$ cat src/rtl/gated_hold_bank_pkg.sv
// gated_hold_bank_pkg: channel mode encodings and the default capture-counter width
package gated_hold_bank_pkg;
  localparam logic MODE_LEVEL = 1'b0;
  localparam logic MODE_EDGE = 1'b1;
  localparam int DEF_CNT_W = 8;
endpackage

$ cat src/rtl/hold_chan.sv
// hold_chan: one hold channel (in: clk rst_n mode enable data clr_chg; out: q valid changed cnt), level/edge capture, sticky change flag, saturating count
module hold_chan
  import gated_hold_bank_pkg::*;
#(
  parameter int WIDTH = 8,
  parameter int CNT_W = DEF_CNT_W,
  parameter logic [WIDTH-1:0] RST_VAL = '0
) (
  input  logic             clk,
  input  logic             rst_n,
  input  logic             mode,
  input  logic             enable,
  input  logic [WIDTH-1:0] data,
  input  logic             clr_chg,
  output logic [WIDTH-1:0] q,
  output logic             valid,
  output logic             changed,
  output logic [CNT_W-1:0] cnt
);
  logic en_d;
  logic cap;
  assign cap = enable & ((mode == MODE_LEVEL) | ~en_d);
  always_ff @(posedge clk or negedge rst_n) begin
    if (!rst_n) begin
      en_d    <= 1'b0;
      q       <= RST_VAL;
      valid   <= 1'b0;
      changed <= 1'b0;
      cnt     <= '0;
    end else begin
      en_d    <= enable;
      changed <= (cap && data != q) ? 1'b1 : clr_chg ? 1'b0 : changed;
      if (cap) begin
        q     <= data;
        valid <= 1'b1;
        cnt   <= &cnt ? cnt : cnt + CNT_W'(1);
      end
    end
  end
endmodule

$ cat src/rtl/gated_hold_bank.sv
// gated_hold_bank: NCH independent hold channels (in: clk rst_n mode enable data clr_chg; out: q_out valid changed cap_cnt), packing only
module gated_hold_bank
  import gated_hold_bank_pkg::*;
#(
  parameter int WIDTH = 8,
  parameter int NCH = 4,
  parameter int CNT_W = DEF_CNT_W,
  parameter logic [WIDTH-1:0] RST_VAL = '0
) (
  input  logic                 clk,
  input  logic                 rst_n,
  input  logic [NCH-1:0]       mode,
  input  logic [NCH-1:0]       enable,
  input  logic [NCH*WIDTH-1:0] data,
  input  logic [NCH-1:0]       clr_chg,
  output logic [NCH*WIDTH-1:0] q_out,
  output logic [NCH-1:0]       valid,
  output logic [NCH-1:0]       changed,
  output logic [NCH*CNT_W-1:0] cap_cnt
);
  for (genvar i = 0; i < NCH; i++) begin : g_ch
    hold_chan #(.WIDTH(WIDTH), .CNT_W(CNT_W), .RST_VAL(RST_VAL)) u_ch (
      .clk    (clk),
      .rst_n  (rst_n),
      .mode   (mode[i]),
      .enable (enable[i]),
      .data   (data[i*WIDTH +: WIDTH]),
      .clr_chg(clr_chg[i]),
      .q      (q_out[i*WIDTH +: WIDTH]),
      .valid  (valid[i]),
      .changed(changed[i]),
      .cnt    (cap_cnt[i*CNT_W +: CNT_W])
    );
  end
endmodule
$ cat config.mk
export PLATFORM = sky130hd
export DESIGN_NAME = gated_hold_bank
export DESIGN_NICKNAME = d
export VERILOG_FILES = /design/src/rtl/gated_hold_bank_pkg.sv /design/src/rtl/hold_chan.sv /design/src/rtl/gated_hold_bank.sv
export SDC_FILE = /design/constraint.sdc
export NUM_CORES = 1
export LEC_CHECK = 0
export BUFFER_PORTS_ARGS = -buffer_cell sky130_fd_sc_hd__buf_2
export CORE_AREA = 2 2 116 107
export CTS_CLUSTER_SIZE = 8
export DETAILED_ROUTE_END_ITERATION = 6
export DIE_AREA = 0 0 118 109
export MAX_ROUTING_LAYER = met4
export PLACE_DENSITY = 0.57
export SKIP_CTS_REPAIR_TIMING = 1
export SLEW_MARGIN = 25
export SYNTH_ARGS = -nofsm -noshare
export SYNTH_HDL_FRONTEND = slang
export SYNTH_SLANG_ARGS = --single-unit
$ cat constraint.sdc
create_clock -name clk -period 1.4 [get_ports clk]
set_input_delay 0.07 -clock clk [delete_from_list [all_inputs] [get_ports clk]]
set_output_delay 0.07 -clock clk [all_outputs]
set_load 0.01 [all_outputs]
# Word-level counts from Yosys, hierarchy flattened
# Index checks and enable logic that the tools add are counted.
# word_totals
regBits	76
inputBits	46
output_inout_bits	72
elab_cells	72
# classes
add_sub_neg	4
n_eq_ne	4
muxes	8
n_bitwise	20
n_reduce_logical	16
# ops
operator	n
8-bit by 1-bit adder with 8-bit output, second input constant	4
8-bit inequality test	4
8-bit AND reduction	4
1-bit inverter	12
1-bit 2-to-1 mux	8
2-bit AND reduction	4
2-bit nonzero test	4
1-bit bitwise AND	4
1-bit logical AND	4
1-bit bitwise OR	4

# Logic depth before layout (Yosys ltp)
# Gate-level depths: netlist of run 1.
# depth
depth_word	5
ltp_mapped	5

# Modules after synthesis
# Synthesis of run 1 repeated with hierarchy kept, for this count alone.
# hier_totals
cells_unflattened	288
area_unflattened_um2	3533.4
# modules_own_cells
mod	n_inst	cells_each	area_each_um2	seq_area_each_um2
hold_chan	4	72	883.3	475.5

# Least setup slack after synthesis of run 1
# Ideal clock, no wire load.
# synth_timing
path_type	reg-to-reg
from	reg g_ch[0].u_ch.cnt[0]
to	reg g_ch[0].u_ch.cnt[1]
arrival_ps	1389
required_ps	1275
setup_slack_ps	-114
path_stages_with_launch	5
n_path_buf	0
synth_period_minus_slack_ps	1514
cell_sequence	dfrtp_1 -> ha_1 -> nand3_1 -> o21ai_2 -> mux2_2
# synth_via
elab_chain_cells	3
word_cells_on_any_way	4
# synth_lines
item	line_no	source
from (decl)	hold_chan.sv:18	output logic [CNT_W-1:0] cnt
from (signal assigned)	hold_chan.sv:36	cnt <= &cnt ? cnt : cnt + CNT_W'(1);
parallel branches: the longest is 3 deep, another holds 8-bit by 1-bit adder with 8-bit output	n/a	
# Parallel ways; which one is timed is not known.
# A chain may end at the register's enable or synchronous reset.

# Worst setup path after layout of run 1
# layout_timing
from	reg g_ch[1].u_ch.cnt[0]
to	reg g_ch[1].u_ch.cnt[1]
# layout_via
elab_chain_cells	3
word_cells_on_any_way	4
# layout_lines
item	line_no
from (decl)	hold_chan.sv:18
from (signal assigned)	hold_chan.sv:36
parallel branches: the longest is 3 deep, another holds 8-bit by 1-bit adder with 8-bit output	n/a
# Parallel ways; which one is timed is not known.

==> results of run 1 <==
## per-stage QoR
step	cells	hold WS [ns]	util [%]
floorplan	286	-0.226	-
global placement	581	0.0230	37.9
detailed placement	581	0.0303	37.9
CTS	597	-0.334	40.5
global route	641	0.00478	44.9
finish	641	0.00000669	44.9
## kinds of logic (layout without fill, tap and decap cells)
logic type / Yosys count / in the layout / share of synthesized area (%)
and+or+nand+nor: 81 / 81 / 11.3
DFF: 76 / 76 / 55.3
xor gates and xnor gates: 60 / 60 / 15.3
muxes: 28 / 28 / 9.16
buffers and inverters: 19 / 214 / 3.27
AOI/OAI and AO/OA: 18 / 18 / 4.33
adders and majority gates: 4 / 4 / 1.45
## cell usage in the layout (no fill, tap or decap), types with 2 or more instances in the layout
cell and count:
a21boi_1 2, a21boi_2 2, buf_2 116, buf_4 37
clkbuf_16 9, clkinv_2 3, dfrtp_1 75, dlygate4sd3_1 36
ha_4 3, inv_1 7, mux2_2 25, mux2_4 3
nand2_1 34, nand3_1 5, nand3_2 3, nand3_4 2
nand4_1 13, nor2_1 9, nor3_1 4, nor3_2 3
o21ai_0 8, o21ai_4 3, or2_2 3, xnor2_1 40
xor2_1 20
## routing by layer
| layer | vias up | wire (um) |
|---|---|---|
| met5 | - | 0 |
| met3 | 16 | 401 |
| met1 | 1328 | 3540 |
| met4 | 0 | 172 |
| met2 | 67 | 4170 |
| li1 | 1342 | - |
## power by group through the flow
stage	clock [mW]	sequential (mW)	combinational (mW)
global route	2.51	3.24	3.33
floorplan	0	3.51	0.997
global placement	0	3.13	2.68
CTS	2.42	3.12	2.73
finish	2.32	3.17	3.04
detailed placement	0	3.15	2.72
## final cells by class
class	count	share of cell area [%]
sequential	76	36.1
multi-input combinational	191	30.3
timing repair buffer	191	23.7
clock buffer	10	4.53
tap	160	3.79
clock inverter	6	1.19
inverter	7	0.498
## state kept, by name, summed over array words and instances, names as in the netlist
register / flops
g_ch.u_ch.en_d: 4
g_ch.u_ch.cnt: 32
g_ch.u_ch.changed: 4
g_ch.u_ch.q: 32
g_ch.u_ch.valid: 4
## path summary, 6_finish.rpt
path | end | slack, ns | depth (start not counted)
worst min register to register | g_ch[0].u_ch.valid | 0.47 | 1
worst max register to register | g_ch[1].u_ch.cnt[1] | -0.004 | 4
min in group asynchronous | g_ch[2].u_ch.q[4] | 0.21 | 2
worst min-delay path | g_ch[1].u_ch.q[2] | 0.000007 | 2
worst max-delay path | g_ch[1].u_ch.cnt[1] | -0.004 | 4
max in group asynchronous | g_ch[0].u_ch.q[0] | 0.62 | 3
## worst max-delay path, stage by stage, from the launching register on
cell     delay [ns]
dfrtp_1        0.39
ha_4           0.17
nand3_4        0.09
o21ai_4        0.31
mux2_4         0.33
==> impl_results.md, run 1 <==
- Status: complete, but fails checks
- Failing checks: setup timing
- WS Path Type: reg -> reg
- Worst setup SP type: flop
- FF+latch area: ~1900 sq um
- Yosys cell types: 27
- Residual DRC count: 0
- Synth Flop Type: dfrtp_1
- Iter 0 DRT Violations: 119
- Root Driver: clkbuf_16
- PnR Total Power: 8.53 mW
- Pin count of the biggest net entering global routing: 35
- Cells after Synth: 286
- Clock share of power: between 20% and 30%
- Fill count: 1123
- # IOs: 118
- P per Cell Area: 1620 nW/um^2
- Slew Limit Fails: 0
- Layout net count: 526
- Setup slack after layout: -0.00442 ns
- Worst Tran Pin Value: 0.399 ns
- Syn Nets: 336
- Max frequency: 712 MHz
- Final Cycle Share: 100%
- WL final: 8.28 mm
- Worst-Skew Late Latency: 0.33 ns
- Routability congestion estimate: 0.814
- CTS sink cnt: 76
- M2 GR Usage: 20.9%
- Slew margin rel.: 73.4%
- Most instantiated library cell after synthesis: dfrtp_1
- Req. time, crit path: 1.62 ns
- CORE AREA: between 10000 and 15000 sq um
- Worst Setup End Kind: flop
- Num rows: 38
- Post-synth top area share: a little under three fifths
- Most Used Layer, Global Route: met2
- DR pass1 iterations: 6
- VDD IR max: about 0.9 mV
- Antenna cell count: 0
- Post-synthesis area per instance: 12.0 sq um
- Async set-reset flop share out of synthesis: 100%
- Sequential share of power: 37.2%
- DP HPWL: 5.85 mm
- Synth area leader: dfrtp_1
- Via count: ~2800
- CP Data Arrival Time: 1.62 ns
- Buffers on Ports: roughly 120
- GR Overflow Total: 0
- Worst min-delay path startpoint: data[10]
- TritonCTS clock tree: done
- Die X: 118 um
- Fin. Hold Viols: 0
- Seq cells post-synth: 76
- Seq/Total Area, Yosys: 55.3%
- Hold WC Path Type: in -> reg
- Power Internal: 5.75 mW
- Synth-to-layout area growth: 53.4%
- WL/cell: 12.9 um
- Worst R2R Start: g_ch[1].u_ch.cnt[0]
- Die H: 109 um
- Placed standard-cell area: 4460 sq um
- Static leakage: 2.47 nW
- Sw Ratio: 32.6%
- H-tree levels: 3
- Area occupied by multi-input gates: 1600 sq um
- Final Setup Violations: 1
- Vias in the first global route: about 2700
- Max Buffers Root-to-Sink: 2
- M1 GR Usage: 14.7%
- Number of enable flip-flop cells after synthesis: 0
- Syn Std Cell Area: 3440 sq um
- GR Util met3: 3.66%
- Worst setup path startpoint: g_ch[1].u_ch.cnt[0]
- Switching Power: around 2.8 mW
- ANT nets after route: 0
- Post-route cell area: around 5300 sq um
- Vias per std cell: 4.29
- Top cells by count, synth: dfrtp_1, xnor2_1, nand2_1, mux2_2, xor2_1
- Top fanout value on the critical path: 8
- Largest cells by area after synthesis: dfrtp_1, xnor2_1, mux2_2, xor2_1, nand2_1
- DIE AREA: ~13000 sq um
- Starting Density: 29.3%
- Synth Warn #: 0
- Total CTS buffers: 9
- Global-route wire length before repair: 12.6 mm
- Combinational power share: between 30 and 40%
- Layout cell share with drive strength beyond 1: 47.0%
- Gr usage total: about an eighth
- Final min period: 1.40 ns
- Max-cap violations: 0
- Reg clk slew, reported paths: about 0.06 ns
- Setup TNS: -0.00442 ns
- Clk_skew: 0.00536 ns
- Dpl ws: 0.00200 ns
- Antenna violations before repair: 0
- RSZ-0062 raised after global routing: true
No activity file was read; power rests on OpenSTA's default activity.
==> inputs of run 2 (changes only) <==
--- a/config.mk
+++ b/config.mk
@@ -17,3 +17,4 @@
 export SYNTH_ARGS = -nofsm -noshare
 export SYNTH_HDL_FRONTEND = slang
 export SYNTH_SLANG_ARGS = --single-unit
+export TNS_END_PERCENT = 30
==> impl_results.md, run 2 (synthesized netlist as in run 1, its figures left out) <==
- Routability congestion estimate: 0.781
- Vias in the first global route: ~2600
- Pin count of the biggest net entering global routing: 77
- Dpl ws: 0.0158 ns
- Placed cells: 587
- WS Path Type: reg -> reg
- Slew Limit Fails: 0
- CTS sink cnt: 76
- Layout cell share with drive strength beyond 1: 46.1%
- Final Setup Violations: 0
- P per Cell Area: between 1500 and 2000 nW/um^2
- Worst setup SP type: flop
- VDD IR max: 1.10 mV
- Num rows: 38
- Via count: 2731
- DR pass1 iterations: 4
- Fin. Hold Viols: 0
- Layout net count: 527
- Crit-path cells: ha_4 > nand3_4 > o21ai_4 > buf_12 > mux2_4
- H-tree levels: 3
- Max frequency: 718 MHz
- CP top delay family: flip-flops
- WL/cell: 12.4 um
- Utilization after layout: 44.4%
- Status: completed
- Fin cells: roughly 640
- Final Cycle Share: 99.5%
- Setup TNS: 0 ns
- Synth-to-layout area growth: 51.6%
- TritonCTS clock tree: done
- Antenna cell count: 0
- Starting Density: roughly 29%
- # IOs: 118
- Antenna violations before repair: 0
- Largest registers: g_ch.u_ch.cnt: 32 flops, g_ch.u_ch.q: 32 flops
- Fill count: 1115
- Worst-Skew Late Latency: 0.33 ns
- GR Overflow Total: 0
- Gr usage total: 12.6%
- Hold WC Path Type: in -> reg
- Residual DRC count: 0
- Total CTS buffers: 9
- CP Data Arrival Time: approximately 1.6 ns
- WL final: 7.99 mm
- RSZ-0062 raised after global routing: true
- Die X: 118 um
- Commonest non-fill, non-tap cells in the layout: buf_2, dfrtp_1, xnor2_1, buf_4, dlygate4sd3_1
- Largest stage delay, worst path: 0.39 ns
- Root Driver: clkbuf_16
- Reg clk slew, reported paths: 0.06 ns
- Req. time, crit path: 1.62 ns
- Buffer and inverter count on the worst path: 1
- Worst Tran Pin Value: 0.417 ns
- Global-route wire length before repair: 12.3 mm
- Setup slack after layout: 0.00718 ns
- Top fanout value on the critical path: 7
- Buffers on Ports: ~120
- CORE AREA: 11700 sq um
- Iter 0 DRT Violations: 99
- ANT nets after route: 0
- Final min period: around 1.4 ns
- DP HPWL: 5.49 mm
- Static leakage: 2.44 nW
- Max-cap violations: 0
- Commonest non-fill, non-tap cell in the layout: buf_2
- Clk_skew: between 0.004 and 0.005 ns
- DIE AREA: 12900 sq um
- Max Buffers Root-to-Sink: 2
- Vias per std cell: roughly 4.3
- Slew margin rel.: ~72%
- Die H: 109 um
- CP max-delay cell: dfrtp_1
- Worst Setup End Kind: flop
[run 2: where the power goes]
group	switching, mW	internal, mW
clock network	0.855	1.24
logic	1.39	1.60
registers	0.440	2.71
[run 2: worst reg2reg max path, delay by kind of cell (launching register included)]
family / cells / cell delay [ns]
AOI/OAI and AO/OA: 1 / 0.20
adders and majority gates: 1 / 0.16
DFF: 1 / 0.39
and+or+nand+nor: 1 / 0.09
muxes: 1 / 0.29
buffers and inverters: 1 / 0.14
[run 2: metrics by stage]
stage	area, sq um	total power, mW	hold slack [ns]
2_1_floorplan	3510	4.48	-0.226
3_3_place_gp	4500	5.82	0.127
3_5_place_dp	4500	5.90	0.134
4_1_cts	4770	8.12	-0.233
5_1_grt	5220	8.79	0.00148
6_report	5220	8.24	0.0000561
[run 2: final cells by class]
cell class	count	area, sq um	share of cell area [%]
repair buffers	192	1270	24.3
clock buffers	14	254	4.87
inverters	7	26.3	0.504
clock inverters	2	10.0	0.192
multi-input cells	191	1560	29.8
flip-flops and latches	76	1900	36.5
well taps	160	200	3.84
[run 2: metal layers]
layer | wire [um] | GRT usage (%) | up-vias
met1 | 3570 | 15.2 | 1299
met2 | 3920 | 19.4 | 75
met3 | 423 | 4.65 | 9
li1 | - | - | 1348
met5 | 0 | - | -
met4 | 80 | 4.91 | 0
[run 2: path summary, 6_finish.rpt]
| check | slack [ns] | endpoint | cells past startpoint | start |
|---|---|---|---|---|
| min reg2reg | 0.47 | g_ch[3].u_ch.valid | 1 | g_ch[3].u_ch.valid |
| max | 0.007 | g_ch[1].u_ch.cnt[1] | 5 | g_ch[1].u_ch.cnt[1] |
| max in group asynchronous | 0.74 | g_ch[3].u_ch.cnt[2] | 3 | rst_n |
| min | 0.00006 | g_ch[2].u_ch.q[5] | 2 | data[21] |
| max reg2reg | 0.007 | g_ch[1].u_ch.cnt[1] | 5 | g_ch[1].u_ch.cnt[1] |
| min in group asynchronous | 0.30 | g_ch[1].u_ch.changed | 3 | rst_n |
==> inputs of run 3 (changes only) <==
--- a/config.mk
+++ b/config.mk
@@ -11,9 +11,9 @@
 export DETAILED_ROUTE_END_ITERATION = 6
 export DIE_AREA = 0 0 118 109
 export MAX_ROUTING_LAYER = met4
-export PLACE_DENSITY = 0.57
+export PLACE_DENSITY = 0.55
 export SKIP_CTS_REPAIR_TIMING = 1
-export SLEW_MARGIN = 25
+export SLEW_MARGIN = 20
 export SYNTH_ARGS = -nofsm -noshare
 export SYNTH_HDL_FRONTEND = slang
 export SYNTH_SLANG_ARGS = --single-unit
==> constraint.sdc (replaced) <==
create_clock -name clk -period 1.5 [get_ports clk]
set_input_delay 0.075 -clock clk [delete_from_list [all_inputs] [get_ports clk]]
set_output_delay 0.075 -clock clk [all_outputs]
set_load 0.01 [all_outputs]
==> impl_results.md, run 3 (synthesized netlist as in run 1, its figures left out) <==
- Status: completed
- Residual DRC count: 0
- FF+latch area: 1900 sq um
- Antenna violations before repair: 0
- VDD IR max: ~1.0 mV
- Buffers on Ports: between 100 and 150
- Worst setup SP type: flop
- H-tree levels: 3
- Top fanout value on the critical path: 8
- Fin cells: slightly above 600
- Reg clk slew, reported paths: 0.06 ns
- WS Path Type: reg -> reg
- # IOs: 118
- Layout net count: 508
- CP Data Arrival Time: roughly 1.7 ns
- Req. time, crit path: 1.72 ns
- Hold WC Path Type: in -> reg
- Max Buffers Root-to-Sink: 2
- CP max-delay cell: dfrtp_1
- Dpl ws: 0.0291 ns
- Pin count of the biggest net entering global routing: a little under 80
- Final Cycle Share: 98.2%
- CORE AREA: around 12000 sq um
- Slew margin rel.: 71.5%
- CTS sink cnt: 76
- Worst Tran Pin Value: 0.427 ns
- Die X: 118 um
- Setup slack after layout: between 0.02 and 0.03 ns
- Fin. Hold Viols: 0
- CP top delay family: flip-flops
- Fill count: 1139
- Die H: 109 um
- Static leakage: 2.34 nW
- Root Driver: clkbuf_16
- Global-route wire length before repair: 11.9 mm
- Routability congestion estimate: 0.803
- Largest stage delay, worst path: 0.38 ns
- Placed cells: approximately 570
- Gr usage total: 12.0%
- Total CTS buffers: 9
- Iter 0 DRT Violations: 83
- Slew Limit Fails: 0
- Max-cap violations: 0
- Vias in the first global route: about 2500
- DR pass1 iterations: 4
- Num rows: 38
- Worst-Skew Late Latency: approximately 0.33 ns
- WL/cell: roughly 12 um
- P per Cell Area: between 1000 and 1500 nW/um^2
- DIE AREA: 12900 sq um
- Buffer and inverter count on the worst path: 0
- RSZ-0062 raised after global routing: true
- Commonest non-fill, non-tap cell in the layout: buf_2
- Worst Setup End Kind: flop
- Max frequency: between 600 and 700 MHz
- Via count: between 2000 and 3000
- ANT nets after route: 0
- Largest registers: g_ch.u_ch.cnt: 32 flops, g_ch.u_ch.q: 32 flops
- Crit-path cells: ha_1 > nand3_1 > o21ai_2 > mux2_2
- Final min period: 1.47 ns
- Final Setup Violations: 0
- Synth-to-layout area growth: 44.7%
- Commonest non-fill, non-tap cells in the layout: buf_2, dfrtp_1, xnor2_1, nand2_1, dlygate4sd3_1
- Vias per std cell: 4.26
- Starting Density: 29.3%
- Clk_skew: 0.00457 ns
- Antenna cell count: 0
- WL final: 7.44 mm
- Area occupied by multi-input gates: 1460 sq um
- Layout cell share with drive strength beyond 1: 42.3%
- GR Overflow Total: 0
- TritonCTS clock tree: done
- DP HPWL: between 5 and 6 mm
==> run 3: metrics by stage <==
step	area (sq um)	setup TNS (ns)	power (mW)	util (%)	hold WS [ns]
2_1_floorplan	3450	-0.0121	4.10	-	-0.221
3_5_place_dp	4330	0	5.22	36.9	0.133
4_1_cts	4620	0	7.34	39.3	-0.236
6_report	4980	0	7.31	42.4	0.00492
3_3_place_gp	4330	0	5.17	36.9	0.140
5_1_grt	4980	-0.0290	7.83	42.4	0.000544
==> run 3: routing by layer <==
metal	global-route usage, %	share of wire (%)
met1	14.3	45
met2	18.5	47
met3	5.44	6.7
met4	3.53	1.3
met5	-	0
==> run 3: report_power, final <==
group	leakage [nW]	total [mW]	internal, mW	switching, mW
Clock	0.144	2.06	1.25	0.813
Sequential	0.909	2.94	2.52	0.415
Combinational	1.29	2.32	1.19	1.12
==> run 3: cell type report <==
type                       instances  area share, %
timing repair buffer             173           22.2
clock buffer                      12           5.35
inverter                           7          0.528
clock inverter                     4          0.452
multi-input combinational        191           29.2
tap                              160           4.02
sequential                        76           38.2
==> run 3: final timing paths <==
| path | startpoint | end | slack, ns | cells after the start |
|---|---|---|---|---|
| worst max-delay path | g_ch[2].u_ch.cnt[1] | g_ch[2].u_ch.cnt[1] | 0.03 | 4 |
| worst min-delay path | data[7] | g_ch[0].u_ch.q[7] | 0.005 | 2 |
| worst max register to register | g_ch[2].u_ch.cnt[1] | g_ch[2].u_ch.cnt[1] | 0.03 | 4 |
| worst min register to register | g_ch[2].u_ch.valid | g_ch[2].u_ch.valid | 0.46 | 1 |
| max in group asynchronous | rst_n | g_ch[0].u_ch.q[5] | 0.86 | 3 |
| min in group asynchronous | rst_n | g_ch[1].u_ch.changed | 0.28 | 3 |
